## src/rtl/histo_display_mc_pkg.sv

```systemverilog
// Shared definitions for the histogram bar renderer.
//   X_W / Y_W     : raster counter widths (X_Cont / Y_Cont)
//   GRID_PIX      : graticule lane intensity (only with HISTO_DISP_GRID_EN)
//   stage_ctl_t   : per-pixel control flags carried down the pipeline
//   prod_w()      : width of the unsigned count*V_RES / row*max products
// Optional feature macro: HISTO_DISP_GRID_EN (grey graticule rows).
package histo_display_mc_pkg;

  localparam int X_W = 11;
  localparam int Y_W = 10;

`ifdef HISTO_DISP_GRID_EN
  localparam logic [7:0] GRID_PIX = 8'h40;
`endif

  typedef struct packed {
    logic valid;
    logic in_plot;
    logic red;
  } stage_ctl_t;

  // Both products fit in count width plus row width, so nothing is truncated.
  function automatic int prod_w(input int cnt_w, input int v_res);
    return cnt_w + $clog2(v_res);
  endfunction

endpackage

```

## src/rtl/histo_display_mc_bar_cmp.sv

```systemverilog
// Per-channel bar compare: registers the RAM count, holds the frame-latched
// maximum and decides whether the pixel at `row` (0 = bottom) is under the bar.
//   clk_sys, rst_b : clock, async active-low reset
//   load_s0        : frame start seen at the pipeline input; sample max_in
//   load_s1        : same event one stage later; commit the sampled maximum
//   max_in         : full-scale count for this channel
//   count_in       : histogram RAM read data for the current pixel
//   qual           : pixel is valid and inside the plot area
//   row            : bar row of the pixel in the count stage
//   lit            : registered lit flag, aligned with oValid
module histo_display_mc_bar_cmp
  import histo_display_mc_pkg::*;
#(
  parameter int CNT_W = 20,
  parameter int V_RES = 480
) (
  input  logic                     clk_sys,
  input  logic                     rst_b,
  input  logic                     load_s0,
  input  logic                     load_s1,
  input  logic [CNT_W-1:0]         max_in,
  input  logic [CNT_W-1:0]         count_in,
  input  logic                     qual,
  input  logic [$clog2(V_RES)-1:0] row,
  output logic                     lit
);

  localparam int PW = prod_w(CNT_W, V_RES);

  logic [CNT_W-1:0] count_q;
  logic [CNT_W-1:0] max_pend;
  logic [CNT_W-1:0] max_q;
  logic [PW-1:0]    bar_prod;
  logic [PW-1:0]    row_prod;
  logic             lit_d;

  // The committed maximum switches one stage late so the pixel sitting in
  // the compare stage when a new frame enters still uses the old frame's scale.
  always_ff @(posedge clk_sys or negedge rst_b) begin
    if (!rst_b) begin
      count_q  <= '0;
      max_pend <= '0;
      max_q    <= '0;
      lit      <= 1'b0;
    end else begin
      count_q <= count_in;
      if (load_s0) max_pend <= max_in;
      if (load_s1) max_q <= max_pend;
      lit <= lit_d;
    end
  end

  // Lit when count/max > row/V_RES, cross-multiplied; count >= max fills the column.
  assign bar_prod = PW'(count_q) * PW'(V_RES);
  assign row_prod = PW'(row) * PW'(max_q);
  assign lit_d    = qual && (max_q != '0) && (bar_prod > row_prod);

endmodule

```

## src/rtl/histo_display_mc.sv

```systemverilog
// Multi-channel histogram bar renderer for the LCD path. Walks the raster,
// addresses the shared histogram RAMs and emits one lane per channel plus a
// red threshold-marker lane, with a fixed 3-cycle latency.
//   iClk, iRst_n         : clock, async active-low reset
//   iValid, X_Cont/Y_Cont: raster position, Y=0 is the top row
//   iHistoValue          : RAM read data (1-cycle read of oHistoAddr)
//   iMaxValue            : per-channel full scale, latched at X=0,Y=0
//   iThreshPoint         : bin drawn as the red marker column
//   oHistoAddr           : shared RAM read address
//   oPixel / oRed        : per-channel lanes / marker lane
//   oValid               : output pixel valid
// Optional feature macro: HISTO_DISP_GRID_EN (grey graticule on quarter rows).
module histo_display_mc
  import histo_display_mc_pkg::*;
#(
  parameter int H_RES  = 800,
  parameter int V_RES  = 480,
  parameter int BINS   = 256,
  parameter int BIN_PX = 3,
  parameter int CNT_W  = 20,
  parameter int NUM_CH = 3,
  parameter int PIX_W  = 8
) (
  input  logic                    iClk,
  input  logic                    iRst_n,
  input  logic                    iValid,
  input  logic [X_W-1:0]          X_Cont,
  input  logic [Y_W-1:0]          Y_Cont,
  input  logic [NUM_CH*CNT_W-1:0] iHistoValue,
  input  logic [NUM_CH*CNT_W-1:0] iMaxValue,
  input  logic [$clog2(BINS)-1:0] iThreshPoint,
  output logic [$clog2(BINS)-1:0] oHistoAddr,
  output logic [NUM_CH*PIX_W-1:0] oPixel,
  output logic [PIX_W-1:0]        oRed,
  output logic                    oValid
);

  localparam int AW     = $clog2(BINS);
  localparam int RW     = $clog2(V_RES);
  localparam int SW     = (BIN_PX > 1) ? $clog2(BIN_PX) : 1;
  localparam int PLOT_W = (BINS * BIN_PX < H_RES) ? BINS * BIN_PX : H_RES;

  localparam logic [X_W-1:0] PLOT_END = X_W'(PLOT_W);
  localparam logic [Y_W-1:0] ROW_END  = Y_W'(V_RES);
  localparam logic [Y_W-1:0] ROW_TOP  = Y_W'(V_RES - 1);
  localparam logic [SW-1:0]  SUB_LAST = SW'(BIN_PX - 1);

  // Bin tracking state, updated on valid pixels only.
  logic [X_W-1:0] x_q;
  logic [AW-1:0]  bin_q, prev_bin, cur_bin;
  logic [SW-1:0]  sub_q, prev_sub, cur_sub;
  logic           resync_q;
  logic           nonseq;

  // Pipeline
  logic           in_plot_d;
  logic [RW-1:0]  row_d;
  logic           max_load_d;
  stage_ctl_t     ctl0, ctl1;
  logic [RW-1:0]  row0, row1;
  logic           load0;
  logic [NUM_CH-1:0] lit;

  // After a jump in X the counter is rebuilt from the previous X with a
  // constant divide, off the input-to-register path.
  always_comb begin
    prev_bin = bin_q;
    prev_sub = sub_q;
    if (resync_q) begin
      prev_bin = AW'(x_q / X_W'(BIN_PX));
      prev_sub = SW'(x_q % X_W'(BIN_PX));
    end
  end

  always_comb begin
    cur_bin = prev_bin;
    cur_sub = prev_sub;
    nonseq  = 1'b0;
    if (X_Cont == '0) begin
      cur_bin = '0;
      cur_sub = '0;
    end else if (X_Cont == x_q + X_W'(1)) begin
      if (prev_sub == SUB_LAST) begin
        cur_bin = prev_bin + AW'(1);
        cur_sub = '0;
      end else begin
        cur_sub = prev_sub + SW'(1);
      end
    end else begin
      nonseq = 1'b1;
    end
  end

  // A jumped pixel has no trustworthy bin yet, so it is drawn as background.
  assign in_plot_d  = iValid && !nonseq && (X_Cont < PLOT_END) && (Y_Cont < ROW_END);
  assign row_d      = (Y_Cont < ROW_END) ? RW'(ROW_TOP - Y_Cont) : '0;
  assign max_load_d = iValid && (X_Cont == '0) && (Y_Cont == '0);

  always_ff @(posedge iClk or negedge iRst_n) begin
    if (!iRst_n) begin
      x_q      <= '0;
      bin_q    <= '0;
      sub_q    <= '0;
      resync_q <= 1'b0;
    end else if (iValid) begin
      x_q      <= X_Cont;
      bin_q    <= cur_bin;
      sub_q    <= cur_sub;
      resync_q <= nonseq;
    end
  end

  always_ff @(posedge iClk or negedge iRst_n) begin
    if (!iRst_n) begin
      oHistoAddr <= '0;
      ctl0       <= '0;
      ctl1       <= '0;
      row0       <= '0;
      row1       <= '0;
      load0      <= 1'b0;
      oValid     <= 1'b0;
      oRed       <= '0;
    end else begin
      oHistoAddr    <= cur_bin;
      ctl0.valid    <= iValid;
      ctl0.in_plot  <= in_plot_d;
      ctl0.red      <= in_plot_d && (cur_bin == iThreshPoint);
      row0          <= row_d;
      load0         <= max_load_d;
      ctl1          <= ctl0;
      row1          <= row0;
      oValid        <= ctl1.valid;
      oRed          <= {PIX_W{ctl1.red}};
    end
  end

  for (genvar c = 0; c < NUM_CH; c++) begin : g_ch
    histo_display_mc_bar_cmp #(
      .CNT_W (CNT_W),
      .V_RES (V_RES)
    ) u_bar (
      .clk_sys  (iClk),
      .rst_b    (iRst_n),
      .load_s0  (max_load_d),
      .load_s1  (load0),
      .max_in   (iMaxValue[c*CNT_W +: CNT_W]),
      .count_in (iHistoValue[c*CNT_W +: CNT_W]),
      .qual     (ctl1.in_plot),
      .row      (row1),
      .lit      (lit[c])
    );
  end

`ifdef HISTO_DISP_GRID_EN
  localparam logic [RW-1:0] GRID_STEP = RW'(V_RES / 4);

  logic grid_q;

  always_ff @(posedge iClk or negedge iRst_n) begin
    if (!iRst_n) grid_q <= 1'b0;
    else         grid_q <= ctl1.in_plot && ((row1 % GRID_STEP) == '0);
  end

  always_comb begin
    oPixel = '0;
    for (int c = 0; c < NUM_CH; c++) begin
      if (lit[c])
        oPixel[c*PIX_W +: PIX_W] = '1;
      else if (grid_q && (lit == '0))
        oPixel[c*PIX_W +: PIX_W] = PIX_W'(GRID_PIX);
    end
  end
`else
  always_comb begin
    oPixel = '0;
    for (int c = 0; c < NUM_CH; c++)
      oPixel[c*PIX_W +: PIX_W] = {PIX_W{lit[c]}};
  end
`endif

endmodule

```

## config.mk

```make
export PLATFORM = sky130hd
export DESIGN_NAME = histo_display_mc
export DESIGN_NICKNAME = d
export VERILOG_FILES = /design/src/rtl/histo_display_mc_pkg.sv /design/src/rtl/histo_display_mc_bar_cmp.sv /design/src/rtl/histo_display_mc.sv
export SDC_FILE = /design/constraint.sdc
export NUM_CORES = 2
export LEC_CHECK = 0
export ABC_AREA = 0
export CAP_MARGIN = 20
export CORE_UTILIZATION = 68
export DETAILED_ROUTE_END_ITERATION = 12
export GPL_TIMING_DRIVEN = 1
export PLACE_DENSITY = 0.89
export SLEW_MARGIN = 20
export SYNTH_ARGS = -nofsm -noshare
export SYNTH_HDL_FRONTEND = slang
export SYNTH_SLANG_ARGS = --single-unit
```

## constraint.sdc

```tcl
create_clock -name iClk -period 14.3 [get_ports iClk]
set_input_delay 2.145 -clock iClk [delete_from_list [all_inputs] [get_ports iClk]]
set_output_delay 2.145 -clock iClk [all_outputs]
set_load 0.01 [all_outputs]
```

==> run_results.csv <==
group,metric,value,unit
status,outcome,"complete, no violations",
clock_tree,cts_tree,"built",
synthesis,synth_fa_ha_area_share,41.8,%
worst_setup_path,arrival,8250,ps
synthesis,ys_types,98,
grt,antenna_found_initial,1,
die,die_area,49100,um2
route,drtIter0Drc,1642,
worst_setup_path,reg2reg_to,"g_ch[1].u_bar.lit",
grt,met3_usage,5.10,%
timing,clock.fmax,129,MHz
worst_setup_path,crit_start,"row1[2]",
clock_tree,ctsHoldBuffers,0,
route,drc,0,
synthesis,yosys.area_share.simple,14.9,%
grt,grt_busiest_layer,"met2",
synthesis,synth_mux_area_share,4.87,%
synthesis,synth_ff_type,"dfrtp_1",
worst_setup_path,rrSetupSlack,6540,ps
clock_tree,insertion_delay,610,ps
placement,gp_congestion,0.907,
synthesis,async_flop_share,100,%
die,rows,80,
worst_setup_path,r2r_start,"row1[2]",
timing,finalCritPeriodShare,54.3,%
placement,io_buffer_count,192,
placement,place_hpwl,53800,um
grt,first_global_vias,25700,
pwr,seqPwrFrac,27.9,%
synthesis,synth-edff-count,0,
route,antenna_left,0,
synthesis,synth-seq-cells,240,
pwr,powerDensity,76.2,nW/um2
placement,place_ws,6640,ps
synthesis,yosys_warnings,0,
timing,grt_setup_unrepaired,"no",
final_layout,drive_gt1_share,7.26,%
hold_path,holdCritStartpoint,"row0[1]",
worst_setup_path,critical_path_class,"flop to flop",
timing,hold_slack,339,ps
route,routedWlPerCell,17.7,um
timing,finalSetupViolCount,0,
synthesis,yosysSeqAreaShare,18.3,%
die,top_level_ports,193,
die,initial_core_util,68.8,%
timing,slew_headroom,36.9,%
pwr,power.leakage,18.0,nW
worst_setup_path,critPathMaxStageDelay,640,ps
worst_setup_path,cp.depth,33,
clock_tree,htree_levels,1,
worst_setup_path,r2r_cells,33,
pwr,ir_drop,99.3,uV
synthesis,syn_nets,4333,
timing,maxSlewViolCount,0,
synthesis,synthXorXnorAreaFrac,3.88,%
route,via_per_inst,5.94,
synthesis,syn_area,32800,um2
clock_tree,numCtsBuffers,28,
grt,grt_pass1_wl,125000,um
clock_tree,post_cts_buffers,0,
grt,grt_util_all_layers,30.9,%
route,wl,71700,um
final_layout,syn2layout_area_growth,8.90,%
grt,gr-usage-met1,40.4,%
clock_tree,clockRootBuffer,"clkbuf_16",
worst_setup_path,cp_max_fo,40,
worst_setup_path,cpMostUsedCell,"a21oi_1",
pwr,p_sw,0.000999,W
worst_setup_path,worst-path-buf-inv,4,
worst_setup_path,worst_path_max_delay_cell,"dfrtp_2",
timing,setup_tns,0,ps
synthesis,synth.avg_cell_area,9.69,um2
worst_setup_path,crit_path_start_kind,"flop",
final_layout,diodes,0,
worst_setup_path,crit_end,"g_ch[1].u_bar.lit",
final_layout,final_nets,4372,
synthesis,synth_top_family_by_area,"adder cells",
die,dieHeight,222,um
pwr,internal-power,0.00172,W
timing,tightest_slew,947,ps
grt,gr-usage-met2,53.1,%
worst_setup_path,crit_path_end_kind,"flop",
timing,hold_viol_final,0,
clock_tree,clock_tree.buffer_depth,3,
grt,grt_max_degree,130,
clock_tree,cts-resized-gates,0,
timing,finalClockSkew,35.0,ps
synthesis,synth-compound-area-share,8.81,%
worst_setup_path,crit_family,"compound AO/OA/AOI/OAI gates",
hold_path,min_path_type,"flop to flop",
pwr,p_clk_share,28.2,%
timing,fin_crit,7760,ps
grt,grt_overflow,0,
job,drv_cap,0,
clock_tree,path_clk_slew,70,ps
final_layout,fill_cells,3190,
worst_setup_path,cp.required,14790,ps
timing,finalWorstSetupSlack,6540,ps
route,dr_total_vias,24100,
synthesis,synth_cells,3382,
clock_tree,cts_num_sinks,240,
die,dieWidth,222,um
die,core,47600,um2
route,dr.pass1.iters,6,
pwr,switching_share,36.8,%
pwr,p_comb_share,43.9,%
[synth_stat cells, types with 8 or more instances]
cell,number,area (um2)
nor3_1,36,180
a21boi_0,15,113
and2_1,191,1190
o31ai_1,9,67.6
a31oi_1,13,81.3
o21bai_1,20,150
buf_1,8,30.0
xnor2_1,89,780
or2_2,8,50.1
nor2_1,110,413
a21oi_1,148,741
buf_4,33,248
xor2_1,56,490
o21ai_0,95,475
dfrtp_1,240,6010
a21o_1,34,255
nand2b_1,31,194
inv_1,408,1530
o21a_1,13,97.6
nand4_1,16,100
or3_1,14,87.6
clkbuf_1,145,544
o211ai_1,12,90.1
and3_1,14,87.6
nor2b_1,27,169
ha_1,307,3840
fa_1,492,9850
mux2_2,136,1530
nor4_1,26,163
nand3_1,44,220
nand2_1,453,1700
[power groups by stage]
stage	registers, W	logic (W)	clock network [W]
2_1_floorplan	0.000754	0.000909	0
3_3_place_gp	0.000770	0.00114	0
3_5_place_dp	0.000771	0.00118	0
4_1_cts	0.000759	0.00119	0.000785
5_1_grt	0.000766	0.00137	0.000807
6_report	0.000759	0.00119	0.000767
[through the flow]
step                      instances  power, W  cell area [um2]  utilization (%)
final                          4057   0.00272            35700             74.9
after CTS                      4057   0.00274            35700             74.9
after detailed placement       4006   0.00195            34700             72.8
after global placement         4006   0.00191            34700             72.8
after global routing           4057   0.00295            35700             74.9
after floorplan                3382   0.00166            32800                -
[per-layer routing]
layer  part of all wire (%)  up-vias
met5                  0.018        -
met2                     50      942
met3                    7.0      183
met4                    3.1        2
met1                     40    12000
li1                       -    11000
[worst min-delay path by stage]
stage | endpoint | slack (ps) | cells after the start
floorplan | ctl1[0] | 330 | 0
global placement | ctl1[1] | 330 | 0
detailed placement | row1[3] | 330 | 0
CTS | row1[0] | 350 | 0
global route | row1[0] | 350 | 0
finish | row1[1] | 340 | 0
[placed cells by master (no fill, tap or decap), types with 8 or more instances in the layout]
| cell type | Yosys | routed |
|---|---|---|
| a21boi_0 | 15 | 15 |
| a21o_1 | 34 | 34 |
| a21oi_1 | 148 | 148 |
| a31oi_1 | 13 | 13 |
| and2_1 | 191 | 191 |
| and3_1 | 14 | 14 |
| buf_4 | 33 | 12 |
| clkbuf_16 | 0 | 28 |
| clkdlybuf4s50_1 | 0 | 191 |
| dfrtp_1 | 240 | 233 |
| fa_1 | 492 | 492 |
| ha_1 | 307 | 307 |
| inv_1 | 408 | 408 |
| mux2_2 | 136 | 136 |
| nand2_1 | 453 | 453 |
| nand2b_1 | 31 | 31 |
| nand3_1 | 44 | 44 |
| nand4_1 | 16 | 16 |
| nor2_1 | 110 | 109 |
| nor2b_1 | 27 | 27 |
| nor3_1 | 36 | 36 |
| nor4_1 | 26 | 26 |
| o211ai_1 | 12 | 12 |
| o21a_1 | 13 | 13 |
| o21ai_0 | 95 | 95 |
| o21bai_1 | 20 | 20 |
| o31ai_1 | 9 | 9 |
| or2_2 | 8 | 8 |
| or3_1 | 14 | 14 |
| xnor2_1 | 89 | 89 |
| xor2_1 | 56 | 56 |
[area by class of cell]
type	instances	area (um2)	area share [%]
Inverter	410	1540	4.31
Clock inverter	13	194	0.543
Multi-Input combinational cell	2536	24300	68.2
Sequential cell	240	6010	16.9
Timing Repair Buffer	205	2040	5.71
Clock buffer	38	798	2.24
Tap cell	615	769	2.16
[state kept, by name, summed over array words and instances, names as in the netlist]
register	flops
oValid	1
g_ch.u_bar.count_q	60
resync_q	1
sub_q	2
bin_q	8
row0	9
g_ch.u_bar.max_pend	60
x_q	11
ctl0	3
load0	1
row1	9
oRed	1
ctl1	3
g_ch.u_bar.max_q	60
g_ch.u_bar.lit	3
oHistoAddr	8
[logic make-up after synthesis]
group | count (synthesis)
adders and majority gates | 799
xor gates and xnor gates | 145
buffers and inverters | 606
DFF | 240
AOI/OAI and AO/OA | 446
muxes | 142
and+or+nand+nor | 1004
(Power assumes the default switching activity.)
